--- src/rtl/ps2_key_decoder.sv ---
// PS/2 Set-2 scan-code decoder: folds E0/F0 prefix sequences into single key
// events, filters typematic repeats and maps game keys onto 3-bit commands.

module ps2_key_decoder #(
    parameter int TIMEOUT_CYCLES = 2500000,
    parameter bit FILTER_REPEAT  = 1'b1
) (
    input  logic       CLOCK_50,
    input  logic       reset,
    input  logic [7:0] scan_code,
    input  logic       scan_ready,
    output logic       key_valid,
    output logic [7:0] key_code,
    output logic       key_ext,
    output logic       key_release,
    output logic       cmd_valid,
    output logic [2:0] cmd,
    output logic       err_timeout
);

    localparam int CW = (TIMEOUT_CYCLES > 1) ? $clog2(TIMEOUT_CYCLES) : 1;
    localparam logic [CW-1:0] CNT_LAST = CW'(TIMEOUT_CYCLES - 1);

    localparam logic [2:0] CMD_NONE     = 3'd0;
    localparam logic [2:0] CMD_RIGHT    = 3'd1;
    localparam logic [2:0] CMD_LEFT     = 3'd2;
    localparam logic [2:0] CMD_DOWN     = 3'd3;
    localparam logic [2:0] CMD_UP       = 3'd4;
    localparam logic [2:0] CMD_PLACE_X  = 3'd5;
    localparam logic [2:0] CMD_PLACE_O  = 3'd6;
    localparam logic [2:0] CMD_NEW_GAME = 3'd7;

    typedef enum logic [1:0] {
        IDLE    = 2'd0,
        EXT     = 2'd1,
        BRK     = 2'd2,
        EXT_BRK = 2'd3
    } state_t;

    state_t        state_q;
    logic [CW-1:0] cnt_q;
    logic          armed_q;

    logic          held_valid_q;
    logic          held_ext_q;
    logic [7:0]    held_code_q;

    logic          key_valid_q;
    logic [7:0]    key_code_q;
    logic          key_ext_q;
    logic          key_release_q;
    logic          cmd_valid_q;
    logic [2:0]    cmd_q;
    logic          err_timeout_q;

    logic          is_e0;
    logic          is_f0;
    logic          is_e1;
    logic          is_noise;
    logic          in_ext;
    logic          in_brk;
    logic          final_byte;
    logic          held_match;
    logic [2:0]    map_cmd;

    always_comb begin
        is_e0 = (scan_code == 8'hE0);
        is_f0 = (scan_code == 8'hF0);
        is_e1 = (scan_code == 8'hE1);

        // Keyboard housekeeping bytes (BAT, ACK, errors) only matter between keys.
        case (scan_code)
            8'h00, 8'hAA, 8'hFA, 8'hFC, 8'hFE, 8'hFF: is_noise = 1'b1;
            default:                                 is_noise = 1'b0;
        endcase

        in_ext     = (state_q == EXT) || (state_q == EXT_BRK);
        in_brk     = (state_q == BRK) || (state_q == EXT_BRK);
        final_byte = !is_e0 && !is_f0 && !is_e1 && !((state_q == IDLE) && is_noise);
        held_match = held_valid_q && (held_ext_q == in_ext) && (held_code_q == scan_code);

        map_cmd = CMD_NONE;
        if (in_ext) begin
            case (scan_code)
                8'h74:   map_cmd = CMD_RIGHT;
                8'h6B:   map_cmd = CMD_LEFT;
                8'h72:   map_cmd = CMD_DOWN;
                8'h75:   map_cmd = CMD_UP;
                default: map_cmd = CMD_NONE;
            endcase
        end else begin
            case (scan_code)
                8'h29:   map_cmd = CMD_PLACE_X;
                8'h5A:   map_cmd = CMD_PLACE_O;
                8'h2D:   map_cmd = CMD_NEW_GAME;
                default: map_cmd = CMD_NONE;
            endcase
        end
    end

    // armed_q blanks the first edge after reset release so a byte arriving
    // alongside the deassertion is dropped.
    always_ff @(posedge CLOCK_50 or posedge reset) begin
        if (reset) begin
            state_q       <= IDLE;
            cnt_q         <= '0;
            armed_q       <= 1'b0;
            held_valid_q  <= 1'b0;
            held_ext_q    <= 1'b0;
            held_code_q   <= 8'h00;
            key_valid_q   <= 1'b0;
            key_code_q    <= 8'h00;
            key_ext_q     <= 1'b0;
            key_release_q <= 1'b0;
            cmd_valid_q   <= 1'b0;
            cmd_q         <= CMD_NONE;
            err_timeout_q <= 1'b0;
        end else begin
            armed_q       <= 1'b1;
            key_valid_q   <= 1'b0;
            cmd_valid_q   <= 1'b0;
            err_timeout_q <= 1'b0;

            if (scan_ready && armed_q) begin
                cnt_q <= '0;
                if (!is_e1) begin
                    if (is_e0) begin
                        state_q <= EXT;
                    end else if (is_f0) begin
                        state_q <= in_ext ? EXT_BRK : BRK;
                    end else begin
                        state_q <= IDLE;
                    end
                end

                if (final_byte) begin
                    if (in_brk) begin
                        key_valid_q   <= 1'b1;
                        key_code_q    <= scan_code;
                        key_ext_q     <= in_ext;
                        key_release_q <= 1'b1;
                        cmd_q         <= CMD_NONE;
                        if (held_match) begin
                            held_valid_q <= 1'b0;
                        end
                    end else if (!(FILTER_REPEAT && held_match)) begin
                        key_valid_q   <= 1'b1;
                        key_code_q    <= scan_code;
                        key_ext_q     <= in_ext;
                        key_release_q <= 1'b0;
                        cmd_q         <= map_cmd;
                        cmd_valid_q   <= (map_cmd != CMD_NONE);
                        held_valid_q  <= 1'b1;
                        held_ext_q    <= in_ext;
                        held_code_q   <= scan_code;
                    end
                end
            end else if (state_q != IDLE) begin
                // An incoming byte on the expiry cycle takes the branch above instead.
                if (cnt_q == CNT_LAST) begin
                    state_q       <= IDLE;
                    cnt_q         <= '0;
                    err_timeout_q <= 1'b1;
                end else begin
                    cnt_q <= cnt_q + CW'(1);
                end
            end else begin
                cnt_q <= '0;
            end
        end
    end

    assign key_valid   = key_valid_q;
    assign key_code    = key_code_q;
    assign key_ext     = key_ext_q;
    assign key_release = key_release_q;
    assign cmd_valid   = cmd_valid_q;
    assign cmd         = cmd_q;
    assign err_timeout = err_timeout_q;

endmodule
--- config.mk ---
export PLATFORM = sky130hd
export DESIGN_NAME = ps2_key_decoder
export DESIGN_NICKNAME = d
export VERILOG_FILES = /design/src/rtl/ps2_key_decoder.sv
export SDC_FILE = /design/constraint.sdc
export NUM_CORES = 1
export LEC_CHECK = 0
export BUFFER_PORTS_ARGS = -buffer_cell sky130_fd_sc_hd__buf_2
export CORE_MARGIN = 4
export CORE_UTILIZATION = 37
export DETAILED_ROUTE_END_ITERATION = 7
export GPL_TIMING_DRIVEN = 0
export HOLD_SLACK_MARGIN = 0.15
export PLACE_DENSITY_LB_ADDON = 0.25
export SYNTH_ARGS = -nofsm -noshare
export SYNTH_HDL_FRONTEND = slang
export SYNTH_SLANG_ARGS = --single-unit
--- constraint.sdc ---
create_clock -name CLOCK_50 -period 2.1 [get_ports CLOCK_50]
set_input_delay 0.21 -clock CLOCK_50 [delete_from_list [all_inputs] [get_ports CLOCK_50]]
set_output_delay 0.21 -clock CLOCK_50 [all_outputs]
set_load 0.05 [all_outputs]
==> run_results.csv <==
group,metric,value,unit
outcome,status,"completed",
final_layout,syn2layout_area_growth,19.3,%
power,switching_share,28.5,%
timing,period_share,96.9,%
yosys,ys_ff_latch,51,
clock_network,clockRootBuffer,"clkbuf_8",
timing,skew,0.0128,ns
timing,hold_slack,0.174,ns
grt,grt_pass1_wl,10.6,mm
yosys,synth_cells,261,
run,maxCapViolCount,0,
setup_path,worstPathCellList,"buf_4 > or2_2 > nor4b_4 > buf_4 > nor4_4 > buf_6 > mux2_2",
timing,tns,0,ns
timing,final-hold-violation-count,0,
yosys,ys_seq_area_share,45.8,%
final_layout,multi_input_area,1450,um^2
timing,setup_viol,0,
final_layout,drive_gt1_share,27.7,%
yosys,synth_most_common_cell,"dfrtp_1",
grt,grt_usage,14.7,%
clock_network,clk_latency,0.31,ns
grt,grt-ovfl-total,0,
setup_path,cp_data_required_time,2.29,ns
final_layout,nNetsFinal,313,
setup_path,r2r-end,"held_code_q[3]",
final_layout,seqCellArea,1280,um^2
place,io_buffer_count,23,
hold_path,worstHoldPathCells,2,
hold_path,min_to,"key_code[5]",
setup_path,worst_path_most_repeated_cell,"buf_4",
floorplanning,pin_count,27,
power,p_per_area,727,nW/um^2
detailed_routing,dr.first_iter.drc_count,78,
floorplanning,core_region_area,7290,um^2
final_layout,fillCellCount,712,
clock_network,htree_levels,2,
place,gp_congestion,0.760,
hold_path,min-delay-start,"scan_code[5]",
yosys,synth_top_area_cell,"dfrtp_1",
yosys,yosysWarnings,0,
power,ir_drop,0.000364,V
yosys,synth_top_area_share,45.8,%
setup_path,crit_buf_inv,3,
yosys,synthTopCellsByArea,"dfrtp_1 46%, mux2_4 4.9%, xnor2_1 4.4%",
clock_network,clockBufferDepth,2,
final_layout,diodes,0,
setup_path,crit_family,"simple AND/OR/NAND/NOR gates",
setup_path,cpMaxStageDelayCell,"dfrtp_2",
detailed_routing,drtPass1Iterations,4,
timing,rsz0062_at_grt,"yes",
setup_path,r2r_slack,0.06,ns
setup_path,setup.worst_path.class,"register to register",
place,dp_hpwl,4.21,mm
detailed_routing,ant_nets,0,
clock_network,cts_tree,"done",
grt,grt_max_degree,36,
floorplanning,die_width,94.7,um
power,p_leak,1.39,nW
timing,drv_slew,0,
yosys,synth-edff-count,0,
setup_path,rr_worst_depth,7,
grt,grt_pass1_vias,2175,
yosys,synth_nets,275,
power,p_clk_share,33.8,%
detailed_routing,wl,6.15,mm
grt,antenna_found_initial,0,
setup_path,crit-reg2reg-launch,"state_q[0]",
setup_path,startpoint_type,"register",
detailed_routing,viasPerCell,5.40,
hold_path,min_path_type,"input port to register",
yosys,synthDistinctLibCells,50,
power,p_int,1.73,mW
detailed_routing,drc,0,
floorplanning,die_area,8980,um^2
setup_path,crit_path_end_kind,"register",
setup_path,cp_slowest_stage_delay,0.46,ns
yosys,syn_avg_cell_area,10.7,um^2
power,pwr-share-seq,45.9,%
yosys,syn_area,2780,um^2
setup_path,cp.arrival,2.23,ns
yosys,ys.flop_type,"dfrtp_1",
clock_network,cts.sinks,51,
setup_path,path_max_fanout,9,
detailed_routing,vias,2153,
clock_network,cts_buffers,5,
detailed_routing,drt-wirelength-per-cell,15.4,um
power,p_sw,0.687,mW
yosys,synthArstFlopShare,100,%
timing,min_period,2.04,ns
power,pwr-share-comb,20.3,%
yosys,synth_commonest_cells,"51 x dfrtp_1, 17 x nor2_1, 14 x xnor2_1",
timing,max_freq,491,MHz
clock_network,clkTransAtPathRegs,0.10,ns
floorplanning,rows,31,
floorplanning,start_util,38.2,%
floorplanning,die_h,94.7,um
[metrics by stage]
stage          util, %  area, um^2  setup slack, ns  instances  total power, mW
5_1_grt           45.5        3320         -0.00525        399             2.52
2_1_floorplan        -        2790          0.00819        261             1.48
3_3_place_gp      41.5        3020           -0.371        383             1.58
3_5_place_dp      41.7        3040           -0.371        384             1.59
4_1_cts           44.5        3240           0.0145        397             2.42
6_report          45.5        3320           0.0644        399             2.42
[power groups by stage]
stage	Clock, mW	Sequential [mW]	Combinational (mW)
finish	0.817	1.11	0.491
detailed placement	0	1.12	0.467
global route	0.874	1.12	0.527
CTS	0.837	1.11	0.474
global placement	0	1.12	0.459
floorplan	0	1.25	0.234
[per-layer routing]
layer	GRT usage (%)	wire (um)
met4	5.05	67
met5	0	0
met3	2.87	204
met1	18.8	2800
met2	24.8	3080
[sequential cells by signal (all words and copies together) (netlist names)]
register and flops:
key_valid 1, cmd 3, held_code_q 8, held_valid_q 1
cmd_valid 1, armed_q 1, held_ext_q 1, key_code 8
cnt_q 22, state_q 2, key_release 1, key_ext 1
err_timeout 1
[area by class of cell]
type                    count  area share [%]
clock buffers               6            2.19
well taps                  99            3.73
repair buffers             35            7.12
inverters                  10            1.13
plain buffers              12            2.00
multi-input cells         184            43.6
flip-flops and latches     51            38.5
clock inverters             2            1.81
[timing repair]
action                                 CTS  global route
gates resized for setup                  6             9
endpoints found under the hold margin   16             0
cloned                                   0             1
setup endpoints to repair               37            25
pin swaps                                2             4
setup buffers                            5             4
hold buffers                             1             0
[worst max path at each step]
stage                     cells after the start          from              to  slack [ns]
final                                         7    state_q[0]  held_code_q[3]        0.06
after CTS                                     5    state_q[1]  held_code_q[3]        0.01
after detailed placement                     10  scan_code[0]     key_code[5]       -0.37
after global placement                       10  scan_code[0]     key_code[0]       -0.37
after floorplan                               9    state_q[0]     key_code[0]       0.008
after global routing                          6    state_q[0]    held_valid_q      -0.005
[layout by cell type, fill, tap and decap left out, types with 7 or more instances in the layout]
cell type  Yosys  final
nand2_1       12     12
nor2_1        17     17
mux2_4         9      9
nand3_1       11     11
or4_1          7      7
nand4_1        7      7
buf_4          0      8
mux2_2         9      9
inv_1         10      8
a21oi_1       11     11
buf_2          3     26
dfrtp_1       51     50
xor2_1         7      7
o31ai_1       10     10
xnor2_1       14     12
[cells by family after synthesis]
family                   synth area share, %
AND/OR/NAND/NOR                         21.0
AO/OA/AOI/OAI                           12.4
other                                  0.135
adder cells (fa/ha/maj)                 1.35
flip-flops                              45.8
multiplexers                            8.49
XOR/XNOR                                6.61
buffers and inverters                   4.18
No activity file was read; power rests on OpenSTA's default activity.
